**config.mk**
```make
export PLATFORM = sky130hd
export DESIGN_NAME = button_bounce_emulator
export DESIGN_NICKNAME = d
export VERILOG_FILES = /design/src/rtl/button_bounce_emulator_pkg.sv /design/src/rtl/button_bounce_emulator_lfsr8.sv /design/src/rtl/button_bounce_emulator.sv
export SDC_FILE = /design/constraint.sdc
export NUM_CORES = 1
export LEC_CHECK = 0
export ABC_AREA = 0
export CAP_MARGIN = 20
export CORE_MARGIN = 4
export CORE_UTILIZATION = 63
export DETAILED_ROUTE_END_ITERATION = 7
export PLACE_DENSITY = 0.93
export SLEW_MARGIN = 30
export SYNTH_ARGS = -nofsm -noshare
export SYNTH_HDL_FRONTEND = slang
export SYNTH_SLANG_ARGS = --single-unit
```
**constraint.sdc**
```tcl
create_clock -name clk_ms -period 8.8 [get_ports clk_ms]
set_clock_uncertainty 0.2 [all_clocks]
set_input_delay 1.76 -clock clk_ms [delete_from_list [all_inputs] [get_ports clk_ms]]
set_output_delay 1.76 -clock clk_ms [all_outputs]
set_load 0.005 [all_outputs]
```
**src/rtl/button_bounce_emulator_pkg.sv**
```systemverilog
// Shared types and constants for the pushbutton bounce emulator.
// Holds the FSM state type, LFSR seed/taps and the jitter width.
package button_bounce_emulator_pkg;

    typedef enum logic [1:0] {
        ST_RELEASED,
        ST_BOUNCE_PRESS,
        ST_HELD,
        ST_BOUNCE_RELEASE
    } state_t;

    // x^8 + x^6 + x^5 + x^4 + 1 : feedback from bits 7,5,4,3
    localparam logic [7:0] LFSR_SEED = 8'hA5;
    localparam logic [7:0] LFSR_TAPS = 8'hB8;

    localparam int JIT_W = 3;

endpackage

```
**src/rtl/button_bounce_emulator_lfsr8.sv**
```systemverilog
// 8-bit Fibonacci LFSR used as the jitter source.
// Ports: clk_ms, rst_n (async, active-low), en (advance), q (state).
module lfsr8
    import button_bounce_emulator_pkg::*;
(
    input  logic       clk_ms,
    input  logic       rst_n,
    input  logic       en,
    output logic [7:0] q
);

    logic [7:0] r_q;

    always_ff @(posedge clk_ms or negedge rst_n) begin
        if (!rst_n) begin
            r_q <= LFSR_SEED;
        end else if (en) begin
            r_q <= {r_q[6:0], ^(r_q & LFSR_TAPS)};
        end
    end

    assign q = r_q;

endmodule

```
**src/rtl/button_bounce_emulator.sv**
```systemverilog
// Emulates a bouncing pushbutton: on press/release requests the output
// toggles 2*bounce_num times, spaced by tick-counted gaps, then settles.
// Ports: clk_ms, rst_n, tick, press_req, release_req, bounce_num,
//        bounce_gap, jitter_en -> btn_out, busy, done.
module button_bounce_emulator
    import button_bounce_emulator_pkg::*;
#(
    parameter int GAP_W = 8,
    parameter int NB_W  = 4
) (
    input  logic             clk_ms,
    input  logic             rst_n,
    input  logic             tick,
    input  logic             press_req,
    input  logic             release_req,
    input  logic [NB_W-1:0]  bounce_num,
    input  logic [GAP_W-1:0] bounce_gap,
    input  logic             jitter_en,
    output logic             btn_out,
    output logic             busy,
    output logic             done
);

    localparam int IV_W = GAP_W + 1;
    localparam int TC_W = NB_W + 1;

    state_t            r_state;
    logic              r_btn;
    logic              r_done;
    logic [IV_W-1:0]   r_gap_cnt;
    logic [IV_W-1:0]   r_interval;
    logic [TC_W-1:0]   r_tog_cnt;
    logic [NB_W-1:0]   r_num;
    logic [GAP_W-1:0]  r_gap;
    logic              r_jit;

    state_t            w_state_nxt;
    logic              w_btn_nxt;
    logic              w_done_nxt;
    logic [IV_W-1:0]   w_gap_cnt_nxt;
    logic [IV_W-1:0]   w_interval_nxt;
    logic [TC_W-1:0]   w_tog_cnt_nxt;
    logic [NB_W-1:0]   w_num_nxt;
    logic [GAP_W-1:0]  w_gap_nxt;
    logic              w_jit_nxt;

    logic [7:0]        w_lfsr;
    logic [JIT_W-1:0]  w_jitter;
    logic              w_unused_lfsr;
    logic              w_hit;
    logic              w_last;

    lfsr8 u_lfsr (
        .clk_ms (clk_ms),
        .rst_n  (rst_n),
        .en     (tick),
        .q      (w_lfsr)
    );

    assign w_jitter      = w_lfsr[JIT_W-1:0];
    assign w_unused_lfsr = ^w_lfsr[7:JIT_W];

    // Gap of 0 would never expire, so it is stretched to one tick.
    function automatic logic [IV_W-1:0] calc_iv(
        input logic [GAP_W-1:0] g,
        input logic             j,
        input logic [JIT_W-1:0] l
    );
        logic [IV_W-1:0] base;
        base = (g == '0) ? IV_W'(1) : IV_W'(g);
        return base + (j ? IV_W'(l) : '0);
    endfunction

    assign w_hit  = tick && ((r_gap_cnt + IV_W'(1)) == r_interval);
    assign w_last = (r_tog_cnt + TC_W'(1)) == {r_num, 1'b0};

    always_ff @(posedge clk_ms or negedge rst_n) begin
        if (!rst_n) begin
            r_state    <= ST_RELEASED;
            r_btn      <= 1'b0;
            r_done     <= 1'b0;
            r_gap_cnt  <= '0;
            r_interval <= '0;
            r_tog_cnt  <= '0;
            r_num      <= '0;
            r_gap      <= '0;
            r_jit      <= 1'b0;
        end else begin
            r_state    <= w_state_nxt;
            r_btn      <= w_btn_nxt;
            r_done     <= w_done_nxt;
            r_gap_cnt  <= w_gap_cnt_nxt;
            r_interval <= w_interval_nxt;
            r_tog_cnt  <= w_tog_cnt_nxt;
            r_num      <= w_num_nxt;
            r_gap      <= w_gap_nxt;
            r_jit      <= w_jit_nxt;
        end
    end

    always_comb begin
        w_state_nxt    = r_state;
        w_btn_nxt      = r_btn;
        w_done_nxt     = 1'b0;
        w_gap_cnt_nxt  = r_gap_cnt;
        w_interval_nxt = r_interval;
        w_tog_cnt_nxt  = r_tog_cnt;
        w_num_nxt      = r_num;
        w_gap_nxt      = r_gap;
        w_jit_nxt      = r_jit;

        unique case (r_state)
            ST_RELEASED, ST_HELD: begin
                if ((r_state == ST_RELEASED && press_req) ||
                    (r_state == ST_HELD && release_req)) begin
                    w_btn_nxt      = (r_state == ST_RELEASED);
                    w_num_nxt      = bounce_num;
                    w_gap_nxt      = bounce_gap;
                    w_jit_nxt      = jitter_en;
                    w_gap_cnt_nxt  = '0;
                    w_tog_cnt_nxt  = '0;
                    w_interval_nxt = calc_iv(bounce_gap, jitter_en,
                                             w_jitter);
                    if (bounce_num == '0) begin
                        w_done_nxt  = 1'b1;
                        w_state_nxt = (r_state == ST_RELEASED) ?
                                      ST_HELD : ST_RELEASED;
                    end else begin
                        w_state_nxt = (r_state == ST_RELEASED) ?
                                      ST_BOUNCE_PRESS : ST_BOUNCE_RELEASE;
                    end
                end
            end
            ST_BOUNCE_PRESS, ST_BOUNCE_RELEASE: begin
                if (w_hit) begin
                    w_btn_nxt      = ~r_btn;
                    w_gap_cnt_nxt  = '0;
                    w_tog_cnt_nxt  = r_tog_cnt + TC_W'(1);
                    w_interval_nxt = calc_iv(r_gap, r_jit, w_jitter);
                    if (w_last) begin
                        w_done_nxt  = 1'b1;
                        w_state_nxt = (r_state == ST_BOUNCE_PRESS) ?
                                      ST_HELD : ST_RELEASED;
                    end
                end else if (tick) begin
                    w_gap_cnt_nxt = r_gap_cnt + IV_W'(1);
                end
            end
        endcase
    end

    assign btn_out = r_btn;
    assign done    = r_done;
    assign busy    = (r_state == ST_BOUNCE_PRESS) ||
                     (r_state == ST_BOUNCE_RELEASE);

endmodule

```
== After elaboration in Yosys (flattened, before gate mapping) ==
Cells that the tools add are included.

* Muxes and demuxes: 30
* Eq/ne operators: 9
* Add/sub/neg operators: 4
* Shift-type cells: 0
* $lt $le $gt $ge: 0
* Bitwise logic cells: 1
* Multipliers: 0
* Reductions and logical operators: 16
* Divide/modulo/power cells: 0

{| class="wikitable"
|+ Operators with widths
! cell !! count
|-
| $mux W9 || 5
|-
| $pmux W9 S2 || 2
|-
| $add A8 B3 Y9 || 2
|-
| $logic_not A8 Y1 || 2
|-
| $mux W8 || 2
|-
| $mux W2 || 7
|-
| $mux W5 || 2
|-
| $pmux W5 S2 || 1
|-
| $add A9 B1 Y9 const B || 1
|-
| $eq A9 B9 Y1 || 1
|-
| $reduce_xor A8 Y1 || 1
|-
| $mux W1 || 6
|-
| $mux W3 || 2
|-
| $ne A2 B2 Y1 const B || 3
|-
| $reduce_and A2 Y1 || 3
|-
| $add A5 B1 Y5 const B || 1
|-
| $eq A5 B5 Y1 || 1
|-
| $eq A2 B2 Y1 const B || 2
|-
| $logic_not A4 Y1 || 1
|-
| $pmux W1 S2 || 2
|-
| $pmux W2 S2 || 1
|-
| $reduce_or A2 Y1 || 2
|-
| $logic_and A1 B1 Y1 || 3
|-
| $ne A3 B3 Y1 const B || 1
|-
| 5 further kinds || 6
|}

* RAM bits: 0
* Flip-flop bits (word level): 48
* Bits in read-only memories: 0
* Word-level logic and storage cells: 70
* Bits in latches: 0
* Input bits: 18
* Memories kept: 0

== Longest topological paths before layout ==
Gate-level depths: netlist (run 1).

* Word-level depth: 5
* Gate-level depth with buffers: 11
* Depth with buffers taken out: 11

== Modules after synthesis ==
A second synthesis (run 1) with hierarchy kept.

* Cells, all modules: 272
* Area, all modules: 2952.8 um2

{| class="wikitable"
|+ By module, submodules not included
! module !! cells an instance !! times used !! sequential area each (um2) !! area an instance (um2)
|-
| button_bounce_emulator || 251 || 1 || 1001.0 || 2628.8
|-
| lfsr8 || 21 || 1 || 205.2 || 324.1
|}

== Worst setup path after synthesis (run 1) ==
Ideal clock, no wire load.

* Path type: input-to-reg
* From: input port bounce_gap[4]
* To: register r_interval[6]
* Setup time: 0.118 ns
* Data required time: 8.482 ns
* Cell stages on the path: 11
* Path buffers: 0
* Slack: 5.027 ns
* Data arrival time: 3.455 ns
* Path through: nor4_1 a21o_1 ha_1 inv_1 fa_1 nor2b_1 o21ai_0 nor2_1 xnor2_1 o22ai_1 a21o_1

* Word-level cells in the longest chain between the ends: 5

{| class="wikitable"
|+ Ends and longest elaborated chain
! what !! RTL line !! RTL
|-
| start, declared || button_bounce_emulator.sv:17 || <nowiki>input logic [GAP_W-1:0] bounce_gap,</nowiki>
|-
| $logic_not A8 Y1 || button_bounce_emulator.sv:70 || <nowiki>base = (g == '0) ? IV_W'(1) : IV_W'(g);</nowiki>
|-
| $mux W8 (*) || button_bounce_emulator.sv:70 ||
|-
| $add A8 B3 Y9 (*) || button_bounce_emulator.sv:71 || <nowiki>return base + (j ? IV_W'(l) : '0);</nowiki>
|-
| $mux W9 (*) || button_bounce_emulator.sv:114 || <nowiki>if ((r_state == ST_RELEASED && press_req) ||</nowiki>
|-
| $pmux W9 S2 (*) || button_bounce_emulator.sv:112 || <nowiki>unique case (r_state)</nowiki>
|-
| end signal, assigned || button_bounce_emulator.sv:93 || <nowiki>r_interval <= w_interval_nxt;</nowiki>
|-
| end, declared || button_bounce_emulator.sv:31 || <nowiki>logic [IV_W-1:0] r_interval;</nowiki>
|}

Mark *: on every way between the ends. The rest lies on a longest branch, timed or not. The select of a mux whose other input is x is not followed.
A chain may end at the register's enable or synchronous reset.

== Worst setup path in the final report (run 1) ==
Ends and elaborated chain as after synthesis.

==> flow_summary.yaml, run 1 <==
sta:
  slew_violations: 0
  setup_violations: 0
  tns_ns: 0
  worst_slew_pin_slew_ns: 0.722
  rsz0062_at_grt: "false"
  fmax_mhz: 231
  period_needed_ns: 4.33
  hold_violations: 0
  layout_worst_path_cycle_share_pct: 49.3
  slew_headroom_pct: 51.8
global_routing:
  antenna_found_initial: 0
  grt_remaining_overflow: 0
  grt_use_total_pct: 22.7
  grt_pass1_vias: 2385
  grt_max_degree: 49
  grtUsageMet1_pct: 27.7
  grt_util_met3_pct: 4.37
  grt_pass1_wl_um: 10900
  grtUsageMet2_pct: 39.5
  busiest_layer: "met2"
drt:
  firstDrtPassIters: 5
  detail-route-antenna-nets: 0
  drt_first_iter_violations: 188
  vias: 2381
  post-route-drc-count: 0
  routedWlPerCell_um: 16.6
  routed_wirelength_um: 6260
  routed_via_density: 6.30
critical_path:
  crit_chain: "clkdlybuf4s50_1 -> nor4_1 -> a21o_1 -> ha_1 -> inv_1 -> fa_1 -> nor2b_1 -> o21ai_0 -> nor2_1 -> xnor2_1 -> o22ai_1 -> a21o_1"
  cp_data_arrival_time_ns: 4.33
  crit_type: "in2reg"
  r2r_slack_ns: 5.32
  r2r_start: "r_gap_cnt[0]$_DFFE_PN0P_"
  crit_path_end: "r_interval[6]$_DFFE_PN0P_"
  start_kind: "primary input"
  reg2reg_to: "r_interval[5]$_DFFE_PN0P_"
  slowest_delay_ns: 0.51
  end_kind: "flop"
  critPathMostFrequentCell: "a21o_1"
  cp_max_fo: 6
  slowest_stage: "clkdlybuf4s50_1"
  crit_path_start: "bounce_gap[4]"
  crit_required_ns: 8.79
  r2r_cells: 7
place:
  dp_hpwl_um: 4580
  placed_area_sq_um: 3120
  placed_cells: 370
  io_buffers: 20
  gp_congestion: 0.859
clock_tree:
  cts_buffer_depth: 2
  cts_max_level: 2
  clk_latency_ns: 0.30
  clock-sinks: 48
  hold_buffers: 0
  cts_tree: "built"
  ctsResizeCount: 0
  clockRootBuffer: "clkbuf_8"
  post_cts.repair.setup_buffers: 0
  clk_pin_slew_ns: 0.09
  numCtsBuffers: 5
layout:
  multiInputGateArea_sq_um: 1600
  syn2layout_area_growth_pct: 9.24
  final_util_pct: 72.6
  fillers: 307
  final_cells: 378
  seqCellArea_sq_um: 1210
  postLayoutCellArea_sq_um: 3220
  layout-drive-gt1-share_pct: 8.59
  final_nets: 353
  n_antenna_cell: 0
pwr:
  power.leakage_nw: 1.43
  power_density_nw_per_um2: 223
  vdd_drop_max_mv: 0.156
floorplan:
  die_height_um: 76.4
  coreArea_sq_um: 4440
  dieArea_sq_um: 5840
  start_util_pct: 66.4
  rows: 24
  die_w_um: 76.4
  pin_count: 21
synthesis:
  syn_nets: 347
  synth_edf_count: 0
  syn_area_sq_um: 2950
  synth.yosys.seq_area_share_pct: 40.9
  synth_cells: 319
  async_reset_ff_share_pct: 100
  ys.flop_type: "dfrtp_1"
  synth_warnings: 0
  syn_area_per_cell_sq_um: 9.25
  synth.distinct_cells: 51
  synth_seq_cells: 48
status:
  outcome: "complete, no violations"
min_path:
  hold_class: "reg2reg"
job:
  cap_violations: 0
==> per-layer routing <==
layer | vias up | routed length (um)
li1 | 1133 | -
met1 | 1129 | 2520
met2 | 103 | 3170
met3 | 16 | 440
met4 | 0 | 130
met5 | - | 0
==> cell families (layout without fill, tap and decap cells) <==
kind of cell / after synthesis / count (layout) / share of synthesized area [%]
AND/OR/NAND/NOR: 127 / 127 / 21.2
adder cells (fa/ha/maj): 10 / 10 / 4.75
buffers and inverters: 34 / 41 / 5.00
AO/OA/AOI/OAI: 59 / 59 / 15.2
flip-flops: 48 / 48 / 40.9
multiplexers: 11 / 11 / 4.07
XOR/XNOR: 30 / 30 / 8.90
==> final cells by class <==
type | instances | area share [%]
Multi-Input combinational cell | 237 | 49.6
Sequential cell | 48 | 37.4
Timing Repair Buffer | 20 | 6.13
Clock buffer | 7 | 2.37
Tap cell | 52 | 2.02
Inverter | 13 | 1.51
Clock inverter | 1 | 0.931
==> placed cells by master, fill, tap and decap left out, types with 8 or more instances in the layout <==
cell / count
inv_1: 13
xnor2_1: 19
mux2_2: 8
nor2_1: 11
dfrtp_1: 44
nand2_1: 55
xor2_1: 11
o21ai_0: 8
and2_1: 8
nor3_1: 9
a21o_1: 11
clkdlybuf4s50_1: 19
nand3_1: 13
ha_1: 8
==> power by group <==
| group | leakage, nW | internal, mW | switching, mW |
|---|---|---|---|
| sequential | 0.568 | 0.274 | 0.0610 |
| combinational | 0.808 | 0.121 | 0.110 |
| clock | 0.0524 | 0.0851 | 0.0697 |
==> metrics by stage <==
| step | total power, mW | setup slack, ns | hold slack, ns |
|---|---|---|---|
| 5_1_grt | 0.774 | 4.28 | 0.320 |
| 4_1_cts | 0.724 | 4.48 | 0.290 |
| 6_report | 0.721 | 4.47 | 0.289 |
| 3_5_place_dp | 0.564 | 4.17 | 0.270 |
| 3_3_place_gp | 0.548 | 4.30 | 0.268 |
| 2_1_floorplan | 0.509 | 5.03 | 0.248 |
==> Yosys cell counts, drive strengths merged (4+ instances only) <==
| cell type | number | area share, % |
|---|---|---|
| nor3 | 9 | 1.5 |
| nand3 | 14 | 2.5 |
| mux2 | 8 | 3.1 |
| nor2 | 12 | 1.5 |
| a21oi | 7 | 1.3 |
| clkbuf | 14 | 1.8 |
| o22ai | 7 | 1.5 |
| or4 | 6 | 1.5 |
| a21o | 11 | 2.8 |
| nand2 | 55 | 7.0 |
| dfrtp | 44 | 37 |
| xnor2 | 19 | 5.6 |
| inv | 13 | 1.7 |
| xor2 | 11 | 3.3 |
| and2 | 8 | 1.7 |
| buf | 7 | 1.5 |
| nand4 | 4 | 0.85 |
| a221o | 7 | 2.4 |
| ha | 8 | 3.4 |
| dfstp | 4 | 3.6 |
| o21ai | 8 | 1.4 |
| nor2b | 6 | 1.3 |
==> how the worst min path moves through the flow <==
stage,cells past startpoint,to,startpoint,slack [ns]
2_1_floorplan,2,r_gap[0]$_DFFE_PN0P_,r_gap[0]$_DFFE_PN0P_,0.25
3_3_place_gp,2,r_gap[0]$_DFFE_PN0P_,r_gap[0]$_DFFE_PN0P_,0.27
3_5_place_dp,2,r_gap[0]$_DFFE_PN0P_,r_gap[0]$_DFFE_PN0P_,0.27
4_1_cts,2,r_gap[0]$_DFFE_PN0P_,r_gap[0]$_DFFE_PN0P_,0.29
5_1_grt,2,r_gap[0]$_DFFE_PN0P_,r_gap[0]$_DFFE_PN0P_,0.32
6_report,2,r_gap[0]$_DFFE_PN0P_,r_gap[0]$_DFFE_PN0P_,0.29
==> registers in the layout (all words and copies together), names as in the netlist <==
signal,cells
r_tog_cnt,5
r_gap,8
r_state,2
u_lfsr.q,8
r_interval,9
r_num,4
done,1
r_gap_cnt,9
btn_out,1
r_jit,1
==> critical path: cells and delay by family <==
| family | cells | cell delay (ns) |
|---|---|---|
| buffers and inverters | 2 | 0.56 |
| adders and majority gates | 2 | 0.53 |
| and+or+nand+nor | 3 | 0.75 |
| xor gates and xnor gates | 1 | 0.13 |
| AOI/OAI and AO/OA | 4 | 0.59 |
Power figures use the tool's default switching activity.
==> run 2, diff against run 1 <==
Settings changed: CORE_UTILIZATION 63 to 59, PLACE_DENSITY 0.93 to 0.88.
Clock period 8.8 ns to 4.5 ns, I/O delays scaled along.
==> run 2 against run 1 <==
  * Combinational power is 94% higher
  * Clock-buffer cell count stayed put
  * Sequential power rose by 94%
  * Clock power is 74% higher
  * Critical path type unchanged
  * Critical endpoint unchanged
  * Largest power group unchanged
==> flow_summary.yaml, run 2 (synthesized netlist as in run 1, its figures left out) <==
critical_path:
  start_kind: "primary input"
  critPathMostFrequentCell: "a21o_1"
  crit_required_ns: 4.50
  cp_max_fo: 6
  crit_type: "in2reg"
  end_kind: "flop"
  slowest_stage: "clkdlybuf4s50_1"
  cp_data_arrival_time_ns: 3.41
  slowest_delay_ns: 0.50
  crit_chain: "clkdlybuf4s50_1 -> nor4_1 -> a21o_1 -> ha_1 -> inv_1 -> fa_1 -> nor2b_1 -> o21ai_0 -> nor2_1 -> xnor2_1 -> o22ai_1 -> a21o_1"
global_routing:
  grt_use_total_pct: 21.3
  grt_remaining_overflow: 0
  grt_pass1_vias: 2296
  antenna_found_initial: 0
  grt_pass1_wl_um: 10600
  grt_max_degree: 49
clock_tree:
  clk_latency_ns: 0.30
  ctsResizeCount: 0
  post_cts.repair.setup_buffers: 0
  cts_buffer_depth: 2
  hold_buffers: 0
  clk_pin_slew_ns: 0.09
  clockRootBuffer: "clkbuf_8"
  numCtsBuffers: 5
  cts_max_level: 2
  cts_tree: "built"
  clock-sinks: 48
drt:
  detail-route-antenna-nets: 0
  vias: 2341
  routed_via_density: 5.94
  post-route-drc-count: 0
  firstDrtPassIters: 4
  drt_first_iter_violations: 126
  routedWlPerCell_um: 15.2
  routed_wirelength_um: 6010
sta:
  hold_violations: 0
  slew_headroom_pct: 55.0
  rsz0062_at_grt: "false"
  period_needed_ns: 3.41
  setup_violations: 0
  fmax_mhz: 293
  slew_violations: 0
  layout_worst_path_cycle_share_pct: 75.9
  tns_ns: 0
  hold_slack_ns: 0.298
  worst_slew_pin_slew_ns: 0.674
layout:
  final_nets: 354
  top_regs: "r_gap_cnt x9, r_interval x9"
  seqCellArea_sq_um: 1210
  final_common_cell: "nand2_1"
  fillers: 368
  syn2layout_area_growth_pct: 9.71
  layout-drive-gt1-share_pct: 9.17
  n_antenna_cell: 0
  multiInputGateArea_sq_um: 1600
  layout_common_cells: "nand2_1 (55), dfrtp_1 (44), xnor2_1 (19), clkdlybuf4s50_1 (19)"
pwr:
  power.leakage_nw: 1.43
  power_density_nw_per_um2: 423
  vdd_drop_max_mv: 0.224
floorplan:
  dieArea_sq_um: 6200
  rows: 25
  die_w_um: 78.7
  start_util_pct: 61.7
  coreArea_sq_um: 4790
  pin_count: 21
  die_height_um: 78.7
job:
  cap_violations: 0
place:
  dp_hpwl_um: 4290
  gp_congestion: 0.874
  io_buffers: 20
min_path:
  hold_class: "reg2reg"
status:
  outcome: "complete, no violations"
[run 2: cell types whose count changed in the layout (fill, tap and decap cells not counted)]
cell / change
buf_4: +1
clkbuf_1: -1
clkinvlp_4: +1
bufinv_16: -1
clkbuf_8: +1
[run 2: layout make-up]
type	instances	share of cell area [%]
Inverter	13	1.51
Timing Repair Buffer	21	6.34
Clock inverter	1	0.232
Multi-Input combinational cell	237	49.4
Tap cell	67	2.59
Sequential cell	48	37.2
Clock buffer	7	2.67
[run 2: power breakdown]
part	internal, mW	switching (mW)	total (mW)
Combinational	0.235	0.213	0.448
Sequential	0.536	0.115	0.651
Clock	0.125	0.144	0.270
[run 2: worst max-delay path: cells and delay by family]
family | cells | cell delay (ns)
simple gates | 3 | 0.68
xor+xnor | 1 | 0.13
buf+inv | 2 | 0.56
compound gates | 4 | 0.60
fa+ha+maj | 2 | 0.55
[run 2: per-layer routing]
layer / track usage (%) / wire length [um] / vias up
li1: - / - / 1135
met1: 27.8 / 2660 / 1137
met2: 35.1 / 2980 / 64
met3: 3.74 / 307 / 5
met4: 8.74 / 53 / 0
met5: 0 / 0 / -
[run 2: final timing paths]
kind / startpoint / endpoint / slack [ns] / depth (start not counted)
max: bounce_gap[4] / r_interval[6]$_DFFE_PN0P_ / 1.09 / 12
min: r_gap[0]$_DFFE_PN0P_ / r_gap[0]$_DFFE_PN0P_ / 0.30 / 2
max reg2reg: r_gap_cnt[0]$_DFFE_PN0P_ / r_interval[8]$_DFFE_PN0P_ / 1.14 / 7
min reg2reg: r_gap[0]$_DFFE_PN0P_ / r_gap[0]$_DFFE_PN0P_ / 0.30 / 2
max in group asynchronous: rst_n / r_gap[6]$_DFFE_PN0P_ / 3.29 / 1
min in group asynchronous: rst_n / r_gap_cnt[4]$_DFFE_PN0P_ / 0.40 / 1
[run 2: through the flow]
| stage | power (mW) | setup slack [ns] | util (%) | std cells | instance area [sq um] |
|---|---|---|---|---|---|
| after global placement | 1.07 | 0.885 | 65.6 | 386 | 3140 |
| after floorplan | 0.996 | 1.59 | - | 319 | 2950 |
| after detailed placement | 1.10 | 0.752 | 65.7 | 386 | 3140 |
| final | 1.37 | 1.09 | 67.7 | 394 | 3240 |
| after global routing | 1.47 | 0.999 | 67.7 | 394 | 3240 |
| after CTS | 1.37 | 1.09 | 67.7 | 394 | 3240 |
